### config.mk
export PLATFORM = sky130hd
export DESIGN_NAME = sync_memory_array_flat
export DESIGN_NICKNAME = d
export VERILOG_FILES = /design/src/rtl/sync_memory_array_if.sv /design/src/rtl/sync_memory_array.sv /design/src/flat_wrapper.sv
export SDC_FILE = /design/constraint.sdc
export NUM_CORES = 1
export LEC_CHECK = 0
export BUFFER_PORTS_ARGS = -buffer_cell sky130_fd_sc_hd__buf_2
export CORE_UTILIZATION = 60
export DETAILED_ROUTE_END_ITERATION = 16
export MAX_ROUTING_LAYER = met4
export PLACE_DENSITY = 0.78
export SYNTH_ARGS = -nofsm -noshare
export SYNTH_HDL_FRONTEND = slang
export SYNTH_SLANG_ARGS = --single-unit
### constraint.sdc
create_clock -name clk -period 3.6 [get_ports clk]
set_input_delay 0.36 -clock clk [delete_from_list [all_inputs] [get_ports clk]]
set_output_delay 0.36 -clock clk [all_outputs]
set_load 0.01 [all_outputs]
### src/rtl/sync_memory_array_if.sv
// Request/response bus of the synchronous memory array.
// The master issues valid/ready requests; the slave (memory) returns
// in-order, non-backpressured responses plus its init status.
interface sync_memory_array_if #(
  parameter int WIDTH      = 32,
  parameter int ADDR_WIDTH = 4
);
  logic                  req_valid;
  logic                  req_ready;
  logic                  req_write;
  logic [ADDR_WIDTH-1:0] req_addr;
  logic [WIDTH-1:0]      req_wdata;
  logic [WIDTH/8-1:0]    req_strb;
  logic                  rsp_valid;
  logic [WIDTH-1:0]      rsp_rdata;
  logic                  rsp_error;
  logic                  init_done;

  modport master (
    output req_valid, req_write, req_addr, req_wdata, req_strb,
    input  req_ready, rsp_valid, rsp_rdata, rsp_error, init_done
  );

  modport slave (
    input  req_valid, req_write, req_addr, req_wdata, req_strb,
    output req_ready, rsp_valid, rsp_rdata, rsp_error, init_done
  );
endinterface

### src/rtl/sync_memory_array.sv
// Parametrised single-port synchronous memory with byte-strobed writes,
// valid/ready requests, in-order responses after READ_LATENCY cycles,
// address range checking and a clear sweep after every reset.
module sync_memory_array #(
  parameter int WIDTH        = 32,
  parameter int DEPTH        = 16,
  parameter int ADDR_WIDTH   = $clog2(DEPTH),
  parameter int READ_LATENCY = 1
) (
  input logic                clk,
  input logic                rst,
  sync_memory_array_if.slave bus
);

  localparam int                    NBYTES    = WIDTH / 8;
  localparam logic [ADDR_WIDTH-1:0] LAST_ADDR = ADDR_WIDTH'(DEPTH - 1);
  localparam logic [ADDR_WIDTH:0]   DEPTH_CMP = (ADDR_WIDTH + 1)'(DEPTH);

  // Reject illegal configurations at elaboration time.
  generate
    if ((WIDTH % 8) != 0 || WIDTH < 8) begin : g_bad_width
      $error("sync_memory_array: WIDTH must be a non-zero multiple of 8");
    end
    if (READ_LATENCY != 1 && READ_LATENCY != 2) begin : g_bad_latency
      $error("sync_memory_array: READ_LATENCY must be 1 or 2");
    end
    if (DEPTH < 2) begin : g_bad_depth
      $error("sync_memory_array: DEPTH must be at least 2");
    end
  endgenerate

  typedef enum logic [0:0] {
    ST_INIT = 1'b0,
    ST_RUN  = 1'b1
  } state_e;

  state_e                state_q, state_d;
  logic [ADDR_WIDTH-1:0] cnt_q, cnt_d;

  logic                  ready_s;
  logic                  clear_s;
  logic                  accept_s;
  logic                  in_range_s;

  logic                  we_s;
  logic [ADDR_WIDTH-1:0] waddr_s;
  logic [WIDTH-1:0]      wdata_s;
  logic [NBYTES-1:0]     wbe_s;
  logic [WIDTH-1:0]      rd_s;

  logic [WIDTH-1:0]      mem_q [DEPTH];

  logic                  s1_valid_q;
  logic                  s1_err_q;
  logic [WIDTH-1:0]      s1_data_q;

  // FSM state and sweep counter register.
  always_ff @(posedge clk) begin
    if (rst) begin
      state_q <= ST_INIT;
      cnt_q   <= '0;
    end else begin
      state_q <= state_d;
      cnt_q   <= cnt_d;
    end
  end

  // Next state: sweep every word once, then run until the next reset.
  always_comb begin
    state_d = state_q;
    cnt_d   = cnt_q;
    case (state_q)
      ST_INIT: begin
        if (cnt_q == LAST_ADDR) begin
          state_d = ST_RUN;
          cnt_d   = '0;
        end else begin
          state_d = ST_INIT;
          cnt_d   = cnt_q + ADDR_WIDTH'(1);
        end
      end
      ST_RUN: begin
        state_d = ST_RUN;
        cnt_d   = '0;
      end
      default: begin
        state_d = ST_INIT;
        cnt_d   = '0;
      end
    endcase
  end

  // FSM outputs: clear during the sweep, accept requests once running.
  always_comb begin
    ready_s = 1'b0;
    clear_s = 1'b0;
    case (state_q)
      ST_INIT: begin
        ready_s = 1'b0;
        clear_s = 1'b1;
      end
      ST_RUN: begin
        ready_s = 1'b1;
        clear_s = 1'b0;
      end
      default: begin
        ready_s = 1'b0;
        clear_s = 1'b0;
      end
    endcase
  end

  // A reset cycle never commits a request, even if the FSM was running.
  assign accept_s   = bus.req_valid & ready_s & ~rst;
  assign in_range_s = ({1'b0, bus.req_addr} < DEPTH_CMP);

  // Single write port shared by the clear sweep and accepted writes.
  always_comb begin
    we_s    = 1'b0;
    waddr_s = cnt_q;
    wdata_s = '0;
    wbe_s   = '0;
    if (clear_s && !rst) begin
      we_s    = 1'b1;
      waddr_s = cnt_q;
      wdata_s = '0;
      wbe_s   = '1;
    end else if (accept_s && bus.req_write && in_range_s) begin
      we_s    = 1'b1;
      waddr_s = bus.req_addr;
      wdata_s = bus.req_wdata;
      wbe_s   = bus.req_strb;
    end else begin
      we_s    = 1'b0;
    end
  end

  // Storage array: byte-granular write, no reset (cleared by the sweep).
  always_ff @(posedge clk) begin
    if (we_s) begin
      for (int k = 0; k < NBYTES; k++) begin
        if (wbe_s[k]) begin
          mem_q[waddr_s][k*8 +: 8] <= wdata_s[k*8 +: 8];
        end
      end
    end
  end

  // Read data: only in-range reads return array contents.
  always_comb begin
    rd_s = '0;
    if (accept_s && !bus.req_write && in_range_s) begin
      rd_s = mem_q[bus.req_addr];
    end else begin
      rd_s = '0;
    end
  end

  // First response stage, registered at the acceptance edge.
  always_ff @(posedge clk) begin
    if (rst) begin
      s1_valid_q <= 1'b0;
      s1_err_q   <= 1'b0;
      s1_data_q  <= '0;
    end else begin
      s1_valid_q <= accept_s;
      s1_err_q   <= accept_s & ~in_range_s;
      s1_data_q  <= rd_s;
    end
  end

  generate
    if (READ_LATENCY == 2) begin : g_lat2
      logic             s2_valid_q;
      logic             s2_err_q;
      logic [WIDTH-1:0] s2_data_q;

      // Optional output register stage after the array read.
      always_ff @(posedge clk) begin
        if (rst) begin
          s2_valid_q <= 1'b0;
          s2_err_q   <= 1'b0;
          s2_data_q  <= '0;
        end else begin
          s2_valid_q <= s1_valid_q;
          s2_err_q   <= s1_err_q;
          s2_data_q  <= s1_data_q;
        end
      end

      assign bus.rsp_valid = s2_valid_q;
      assign bus.rsp_error = s2_err_q;
      assign bus.rsp_rdata = s2_data_q;
    end else begin : g_lat1
      assign bus.rsp_valid = s1_valid_q;
      assign bus.rsp_error = s1_err_q;
      assign bus.rsp_rdata = s1_data_q;
    end
  endgenerate

  assign bus.req_ready = ready_s;
  assign bus.init_done = ready_s;

endmodule

### src/flat_wrapper.sv
// flat-port wrapper written by rule: the top's interface ports become plain ports
module sync_memory_array_flat 
#(
  parameter int WIDTH        = 32,
  parameter int DEPTH        = 16,
  parameter int ADDR_WIDTH   = $clog2(DEPTH),
  parameter int READ_LATENCY = 1
)
  (clk, rst, bus_req_valid, bus_req_write, bus_req_addr, bus_req_wdata, bus_req_strb, bus_req_ready, bus_rsp_valid, bus_rsp_rdata, bus_rsp_error, bus_init_done);
  sync_memory_array_if #(.WIDTH(WIDTH), .ADDR_WIDTH(ADDR_WIDTH)) bus_i ();
  input logic clk;
  input logic rst;
  input wire logic [$bits(bus_i.req_valid)-1:0] bus_req_valid;
  input wire logic [$bits(bus_i.req_write)-1:0] bus_req_write;
  input wire logic [$bits(bus_i.req_addr)-1:0] bus_req_addr;
  input wire logic [$bits(bus_i.req_wdata)-1:0] bus_req_wdata;
  input wire logic [$bits(bus_i.req_strb)-1:0] bus_req_strb;
  output wire logic [$bits(bus_i.req_ready)-1:0] bus_req_ready;
  output wire logic [$bits(bus_i.rsp_valid)-1:0] bus_rsp_valid;
  output wire logic [$bits(bus_i.rsp_rdata)-1:0] bus_rsp_rdata;
  output wire logic [$bits(bus_i.rsp_error)-1:0] bus_rsp_error;
  output wire logic [$bits(bus_i.init_done)-1:0] bus_init_done;
  assign bus_i.req_valid = bus_req_valid;
  assign bus_i.req_write = bus_req_write;
  assign bus_i.req_addr = bus_req_addr;
  assign bus_i.req_wdata = bus_req_wdata;
  assign bus_i.req_strb = bus_req_strb;
  assign bus_req_ready = bus_i.req_ready;
  assign bus_rsp_valid = bus_i.rsp_valid;
  assign bus_rsp_rdata = bus_i.rsp_rdata;
  assign bus_rsp_error = bus_i.rsp_error;
  assign bus_init_done = bus_i.init_done;
  sync_memory_array #(.WIDTH(WIDTH), .DEPTH(DEPTH), .ADDR_WIDTH(ADDR_WIDTH), .READ_LATENCY(READ_LATENCY)) u_core (.clk(clk), .rst(rst), .bus(bus_i));
endmodule
==> key figures, run 1 <==
Yosys
  • Sequential fraction of the synthesis area: 0.749
  • Top FF cell, synth: edfxtp_1
  • Warnings from Yosys: 0
  • Netlist Area Pre-Place: roughly 0.022 sq mm
  • Syn_nets: ~1100
  • Post-synth EDFFs: roughly 510
  • Avg Inst Size Synth: 20.6 sq um
  • Post-Syn Instances: approximately 1000
  • Cell variety after synth: 38
  • Fraction of registers with async set/reset: 0
  • Register bit count reported by yosys: 550

STA
  • WHS: between 0.02 and 0.025 ns
  • RSZ-0062 raised after global routing: false
  • Slew @ Worst Pin: 1.09 ns
  • Fin crit share: 0.818
  • Min Clock Period, post-route: 2.94 ns
  • Fin. max-slew vios: 0
  • Final WS setup: between 0.6 and 0.7 ns
  • Final hold violations: 0
  • Worst clock skew: ~0.028 ns
  • Slew headroom: 0.268
  • Final setup TNS: 0 ns
  • Final setup viols: 0
  • Fmax: ~0.34 GHz

Placed design
  • HPWL Detailed: about 27000 um
  • Placed cell count: between 1500 and 2000
  • Pre-CTS WS: 0.684 ns
  • Final GP Congestion: approximately 0.83
  • Number of I/O port buffers: about 80
  • DP Area: around 0.022 sq mm

Layout
  • Layout Cells excl Fill: between 1500 and 2000
  • Most frequent cells in the layout: 512 x edfxtp_1, 119 x mux4_2, 76 x buf_2, 67 x nor2_1, 51 x clkbuf_16
  • Sequential cell area: 0.0161 sq mm
  • Fillers: approximately 2200
  • Fin nets: roughly 1200
  • Design area: between 0.02 and 0.025 sq mm
  • Final core utilization: 0.677
  • Area taken by multi-input logic gates: around 0.0048 sq mm
  • Commonest non-fill, non-tap cell in the layout: edfxtp_1
  • Share of layout cells above drive strength 1: 0.279
  • Area grow syn2layout: 11.3%

Route
  • Via density: roughly 6.4
  • Post-DRT Antenna Nets: 0
  • DR pass1 iterations: 7
  • Vias: 10500
  • DRC violations left: 0
  • Final WL: between 40000 and 50000 um
  • Drt initial violations: 1073
  • WL per Instance: about 27 um

Clock tree
  • Clk root buf: clkbuf_16
  • Latest clock arrival within the worst-skew pair: 0.58 ns
  • CTS tree: done
  • Post-CTS sizing: 0
  • Clock buffer depth: 3
  • H-tree lvl count: 2
  • Clock-pin slew on the worst setup and hold paths: about 0.060 ns
  • Clk sinks: 550
  • Inserted Clock Buffers: a little over 50

Worst setup path
  • R2r setup slk: approximately 0.7 ns
  • Peak fanout along the critical path: 23
  • FF-to-FF End: u_core.mem_q[12][16]
  • CP arrival: roughly 3.1 ns
  • R2R cell count: 3
  • Reg2reg start: u_core.state_q
  • Startpoint type of the worst setup path: input pin
  • Crit path kind: input pin to flip-flop
  • CP required: around 3.8 ns
  • Crit. End Element: flip-flop

Worst hold path
  • Hold_sp: bus_req_valid
  • WHS Path Cells: 3
  • Hold Path End: u_core.bus.rsp_valid
  • Hold crit path type: input pin to flip-flop

Power
  • Sw Share: 0.198
  • Sequential Power Share: 0.558
  • Clock share of power: 0.406
  • Internal power: 10.1 mW
  • Switching power: roughly 2.5 mW
  • Max rail drop VDD: ~0.36 mV
  • Leakage power: between 7 and 8 nW
  • Comb power frac: 0.037
  • PwrDens: 525 mW/mm^2
  • PnR Total Power: about 13 mW

Global routing
  • Initial antenna violation count: 1
  • First-pass GRT wire length: 66000 um
  • Vias in the first global route: roughly 11000
  • Grt total ovfl: 0
  • Pin count of the biggest net entering global routing: between 90 and 100
  • Global Route Usage Sum: 0.259

Floorplan
  • I/O pin count: 80
  • Starting Density: 0.608
  • Die H: between 150 and 200 um
  • DIE AREA: 0.0366 sq mm
  • Core Rows: 69
  • Die width: 191 um
  • Core Area: around 0.035 sq mm

Run
  • Max Cap Viol: 0

Run status
  • Status: finished, final reports clean
synthesized netlist by cell type, types with 9 or more instances:
cell      number  area, sq um
edfxtp_1     512        15400
mux4_2       119         2680
nor2_1        67          251
mux2i_1       43          430
dfxtp_1       38          761
inv_1         34          128
nand3_1       34          170
and2_1        32          200
buf_2         28          140
o221ai_1      21          184
clkbuf_1      18         67.6
nor4bb_1      12          120
o221ai_2      11          165
buf_6         10          113
mux4_1         9          236
worst max-delay path: stages:
cell and delay (ns):
dlygate4sd3_1 0.53, buf_2 0.15, and4b_2 0.73, mux2i_1 0.40
nor2_1 0.92
layer usage:
metal | track usage | share of wire | wire length [um] | vias up
li1 | - | - | - | 4467
met1 | 0.361 | 0.40 | 17500 | 5374
met2 | 0.388 | 0.48 | 21300 | 564
met3 | 0.0536 | 0.090 | 3960 | 95
met4 | 0.0852 | 0.029 | 1290 | 0
met5 | - | 0 | 0 | -
power groups by stage:
stage          logic (mW)  registers [mW]  clock network, mW
2_1_floorplan       0.365            7.13                  0
3_3_place_gp        0.454            7.14                  0
3_5_place_dp        0.463            7.15                  0
4_1_cts             0.465            7.02               5.16
5_1_grt             0.493            7.02               5.41
6_report            0.462            7.02               5.10
how the worst max path moves through the flow:
stage	from	endpoint	slack (ns)	cells after the start
after floorplan	u_core.state_q	u_core.mem_q[11][0]	1.49	5
after global placement	rst	u_core.mem_q[12][11]	0.81	4
after detailed placement	rst	u_core.mem_q[12][11]	0.68	4
after CTS	rst	u_core.mem_q[12][16]	0.73	5
after global routing	u_core.state_q	u_core.mem_q[12][23]	0.62	3
final	rst	u_core.mem_q[12][16]	0.66	5
final cells by class:
cell class	instances	area share
clock buffer	72	0.0595
clock inverter	24	0.00710
multi-input combinational	392	0.201
timing repair buffer	115	0.0297
tap	461	0.0241
inverter	34	0.00533
sequential	550	0.673
antenna	1	0.000104
logic make-up (layout without fill, tap and decap cells):
group | count (synthesis) | in the layout | synth area share
adders and majority gates | 1 | 1 | 0.000581
and+or+nand+nor | 173 | 173 | 0.0446
DFF | 550 | 550 | 0.749
other | 1 | 2 | 0.000174
buffers and inverters | 103 | 245 | 0.0277
AOI/OAI and AO/OA | 40 | 40 | 0.0189
muxes | 176 | 176 | 0.158
xor gates and xnor gates | 1 | 1 | 0.000407
sequential cells by signal, indices dropped and copies added (netlist names):
signal,flops
u_core.mem_q,512
u_core.bus.rsp_rdata,32
u_core.state_q,1
u_core.cnt_q,4
u_core.bus.rsp_valid,1
what timing repair did:
| action | CTS | global route |
|---|---|---|
| hold endpoints to repair | 2 | 0 |
| buffers inserted | 0 | 0 |
| hold buffers | 1 | 0 |
Note: power is estimated with default switching activity, not from simulation.
==> run 2: changes to the inputs <==
ABC_AREA = 1   (was not set)
PLACE_DENSITY = 0.77   (was 0.78)
clock period = 3.1 ns   (was 3.6 ns; I/O delays follow)
==> run 2 against run 1 <==
- setup slack got worse by 0.36 ns
- via count is 58% higher
- combinational power rose by 74%
- clock power increased by 39%
- synthesized cell count increased by 130%
- hold slack better by 0.011 ns
==> key figures, run 2 <==
Yosys
  • Share of the synthesized area in the top cell type: 0.644 (was 0.714)
  • Top cell type by total area after synthesis: edfxtp_1 (unchanged)
  • Warnings from Yosys: 0 (unchanged)
  • Cell variety after synth: 24 (was 38)
  • Fraction of registers with async set/reset: 0 (unchanged)
  • Cell with the most instances after synthesis: nand2_1 (was edfxtp_1)
  • Largest cells by area after synthesis: edfxtp_1 64%, nand2_1 11%, inv_1 7.7% (was edfxtp_1 71%, mux4_2 12%, dfxtp_1 3.5%)
  • Post-synth EDFFs: 512 (unchanged)
  • Syn_nets: 2457 (was 1090)
  • Top FF cell, synth: edfxtp_1 (unchanged)
  • Post-Syn Instances: 2412 (was 1045)
  • Register bit count reported by yosys: 550 (unchanged)
  • Commonest cells in the netlist: 686 x nand2_1, 512 x edfxtp_1, 489 x inv_1, 353 x nand3_1, 133 x nor2_1 (was 512 x edfxtp_1, 119 x mux4_2, 67 x nor2_1, 43 x mux2i_1, 38 x dfxtp_1)
  • Netlist Area Pre-Place: 0.0239 sq mm (was 0.0215 sq mm)
  • Sequential fraction of the synthesis area: 0.676 (was 0.749)
  • Avg Inst Size Synth: 9.90 sq um (was 20.6 sq um)

Global routing
  • Pin count of the biggest net entering global routing: 193 (was 99)
  • Initial antenna violation count: 0 (was 1)
  • GR Util met1: 0.376 (was 0.361)
  • Global Route Usage Sum: 0.301 (was 0.259)
  • Top Usage Layer GRT: met2 (unchanged)
  • Met2 Usage GRT: 0.481 (was 0.388)
  • Grt total ovfl: 0 (unchanged)
  • Grt met3 use: 0.0499 (was 0.0536)
  • Vias in the first global route: 16200 (was 10600)
  • First-pass GRT wire length: 89700 um (was 66000 um)

Worst setup path
  • Crit path kind: flip-flop to flip-flop (was input pin to flip-flop)
  • Startpoint type of the worst setup path: flip-flop (was input pin)
  • CP arrival: 3.03 ns (was 3.12 ns)
  • CP required: 3.33 ns (was 3.78 ns)
  • Crit. End Element: flip-flop (unchanged)
  • R2r setup slk: 0.30 ns (was 0.69 ns)
  • Peak fanout along the critical path: 24 (was 23)

Power
  • Switching power: 3.39 mW (was 2.49 mW)
  • Sw Share: 0.211 (was 0.198)
  • Comb power frac: 0.050 (was 0.037)
  • Leakage power: 12.0 nW (was 7.61 nW)
  • Clock share of power: 0.444 (was 0.406)
  • Sequential Power Share: 0.506 (was 0.558)
  • PwrDens: 598 mW/mm^2 (was 525 mW/mm^2)
  • Internal power: 12.6 mW (was 10.1 mW)
  • Max rail drop VDD: 0.466 mV (was 0.357 mV)

STA
  • RSZ-0062 raised after global routing: false (unchanged)
  • Slew @ Worst Pin: 1.02 ns (was 1.09 ns)
  • Min Clock Period, post-route: 2.80 ns
  • Final setup TNS: 0 ns (unchanged)
  • Final hold violations: 0 (unchanged)
  • Fin crit share: 0.903
  • Fmax: 0.357 GHz
  • Slew headroom: 0.323 (was 0.268)
  • Final setup viols: 0 (unchanged)
  • Fin. max-slew vios: 0 (unchanged)
  • Worst clock skew: 0.0102 ns (was 0.0280 ns)

Clock tree
  • Clock-pin slew on the worst setup and hold paths: 0.06 ns (about the same)
  • Clk root buf: clkbuf_16 (unchanged)
  • Count of hold-fix buffers inserted at cts: 1 (unchanged)
  • Post-CTS sizing: 0 (unchanged)
  • Setup bufs post-CTS: 0 (unchanged)
  • Inserted Clock Buffers: 54 (was 51)
  • Clock buffer depth: 3 (unchanged)
  • Clk sinks: 550 (unchanged)
  • H-tree lvl count: 2 (unchanged)
  • Latest clock arrival within the worst-skew pair: 0.60 ns (was 0.58 ns)
  • CTS tree: done (unchanged)

Worst hold path
  • Hold crit path type: input pin to flip-flop (unchanged)

Layout
  • Commonest non-fill, non-tap cell in the layout: nand2_1 (was edfxtp_1)
  • Area taken by multi-input logic gates: 0.00537 sq mm (was 0.00481 sq mm)
  • Most flop-heavy register: u_core.mem_q (unchanged)
  • Most frequent cells in the layout: 686 x nand2_1, 512 x edfxtp_1, 487 x inv_1, 353 x nand3_1, 133 x nor2_1 (was 512 x edfxtp_1, 119 x mux4_2, 76 x buf_2, 67 x nor2_1, 51 x clkbuf_16)
  • Share of layout cells above drive strength 1: 0.102 (was 0.279)
  • N_diodes: 0 (was 1)
  • Sequential cell area: 0.0161 sq mm (unchanged)
  • Fillers: 2753 (was 2197)
  • Fin nets: 2521 (was 1189)
  • Max FFs per register: 512 (unchanged)
  • Design area: 0.0268 sq mm (was 0.0240 sq mm)
  • Area grow syn2layout: 12.2% (was 11.3%)

Route
  • Final WL: 58500 um (was 44100 um)
  • DRC violations left: 0 (unchanged)
  • Post-DRT Antenna Nets: 0 (unchanged)
  • Drt initial violations: 1695 (was 1073)
  • WL per Instance: 19.3 um (was 26.7 um)
  • Vias: 16600 (was 10500)
  • Via density: 5.46 (was 6.37)
  • DR pass1 iterations: 6 (was 7)

Floorplan
  • Die H: 201 um (was 191 um)
  • Core Rows: 72 (was 69)
  • Starting Density: 0.613 (was 0.608)
  • DIE AREA: 0.0406 sq mm (was 0.0366 sq mm)
  • Die width: 201 um (was 191 um)
  • Core Area: 0.0389 sq mm (was 0.0354 sq mm)
  • I/O pin count: 80 (unchanged)

Placed design
  • Final GP Congestion: 0.868 (was 0.832)
  • HPWL Detailed: 34600 um (was 26800 um)
  • DP Area: 0.0248 sq mm (was 0.0224 sq mm)
  • Number of I/O port buffers: 78 (unchanged)

Run status
  • Status: finished, final reports clean (unchanged)

Run
  • Max Cap Viol: 0 (unchanged)
-- run 2: cell count changes in the layout (fill, tap and decap cells not counted), sizes merged, moves of 32 or more --
cell    before  now
and2        32    0
inv         37  492
mux2i       43    0
mux4       128    0
nand2        2  708
nand3       34  353
nor2        67  142
o221ai      32    0
-- run 2: path summary, 6_finish.rpt --
check             cells past startpoint             from              endpoint
setup / recovery                      8   u_core.state_q   u_core.mem_q[9][16]
setup reg to reg                      8   u_core.state_q   u_core.mem_q[9][16]
hold reg to reg                       1  u_core.cnt_q[0]       u_core.cnt_q[0]
hold / removal                        3    bus_req_valid  u_core.bus.rsp_valid
-- run 2: critical path, stage by stage, from the launching register on --
cell and delay [ns]:
dfxtp_1 0.40, nand2_2 0.13, nor2_4 0.11, nand2_2 0.33, nand2_1 0.16, o21ai_1 0.16
nor2_4 0.22, nand2_2 0.26, nor2_1 0.64
-- run 2: cell families after synthesis --
| kind of cell | count (synthesis) | synth area share |
|---|---|---|
| adder cells (fa/ha/maj) | 1 | 0.000524 |
| flip-flops | 550 | 0.676 |
| XOR/XNOR | 1 | 0.000367 |
| buffers and inverters | 611 | 0.0995 |
| other | 1 | 0.000157 |
| AO/OA/AOI/OAI | 41 | 0.00938 |
| AND/OR/NAND/NOR | 1207 | 0.214 |
-- run 2: routing by layer --
| layer | vias up | wire (um) |
|---|---|---|
| met1 | 7791 | 22400 |
| met3 | 160 | 5250 |
| li1 | 7743 | - |
| met5 | - | 0 |
| met2 | 888 | 28300 |
| met4 | 0 | 2560 |
-- run 2: area by class of cell --
cell class              instances  share of cell area
repair buffers                127              0.0307
clock inverters                36              0.0167
clock buffers                  65              0.0567
inverters                     492              0.0692
well taps                     518              0.0242
multi-input cells            1251               0.200
flip-flops and latches        550               0.602
-- run 2: per-stage QoR --
| stage | cells | setup slack, ns | utilization | power, mW | hold slack, ns |
|---|---|---|---|---|---|
| after floorplan | 2412 | 1.06 | - | 8.82 | 0.379 |
| after global placement | 2937 | 0.495 | 0.638 | 9.03 | 0.469 |
| after detailed placement | 2937 | 0.331 | 0.638 | 9.05 | 0.467 |
| after CTS | 3039 | 0.309 | 0.688 | 16.1 | 0.00441 |
| after global routing | 3039 | 0.136 | 0.688 | 16.4 | 0.0323 |
| final | 3039 | 0.300 | 0.688 | 16.0 | 0.0331 |
-- run 2: power by group through the flow --
stage	clock (mW)	combinational, mW	sequential [mW]
floorplan	0	0.558	8.26
global placement	0	0.755	8.27
detailed placement	0	0.778	8.27
CTS	7.17	0.792	8.11
global route	7.43	0.879	8.12
finish	7.11	0.804	8.12
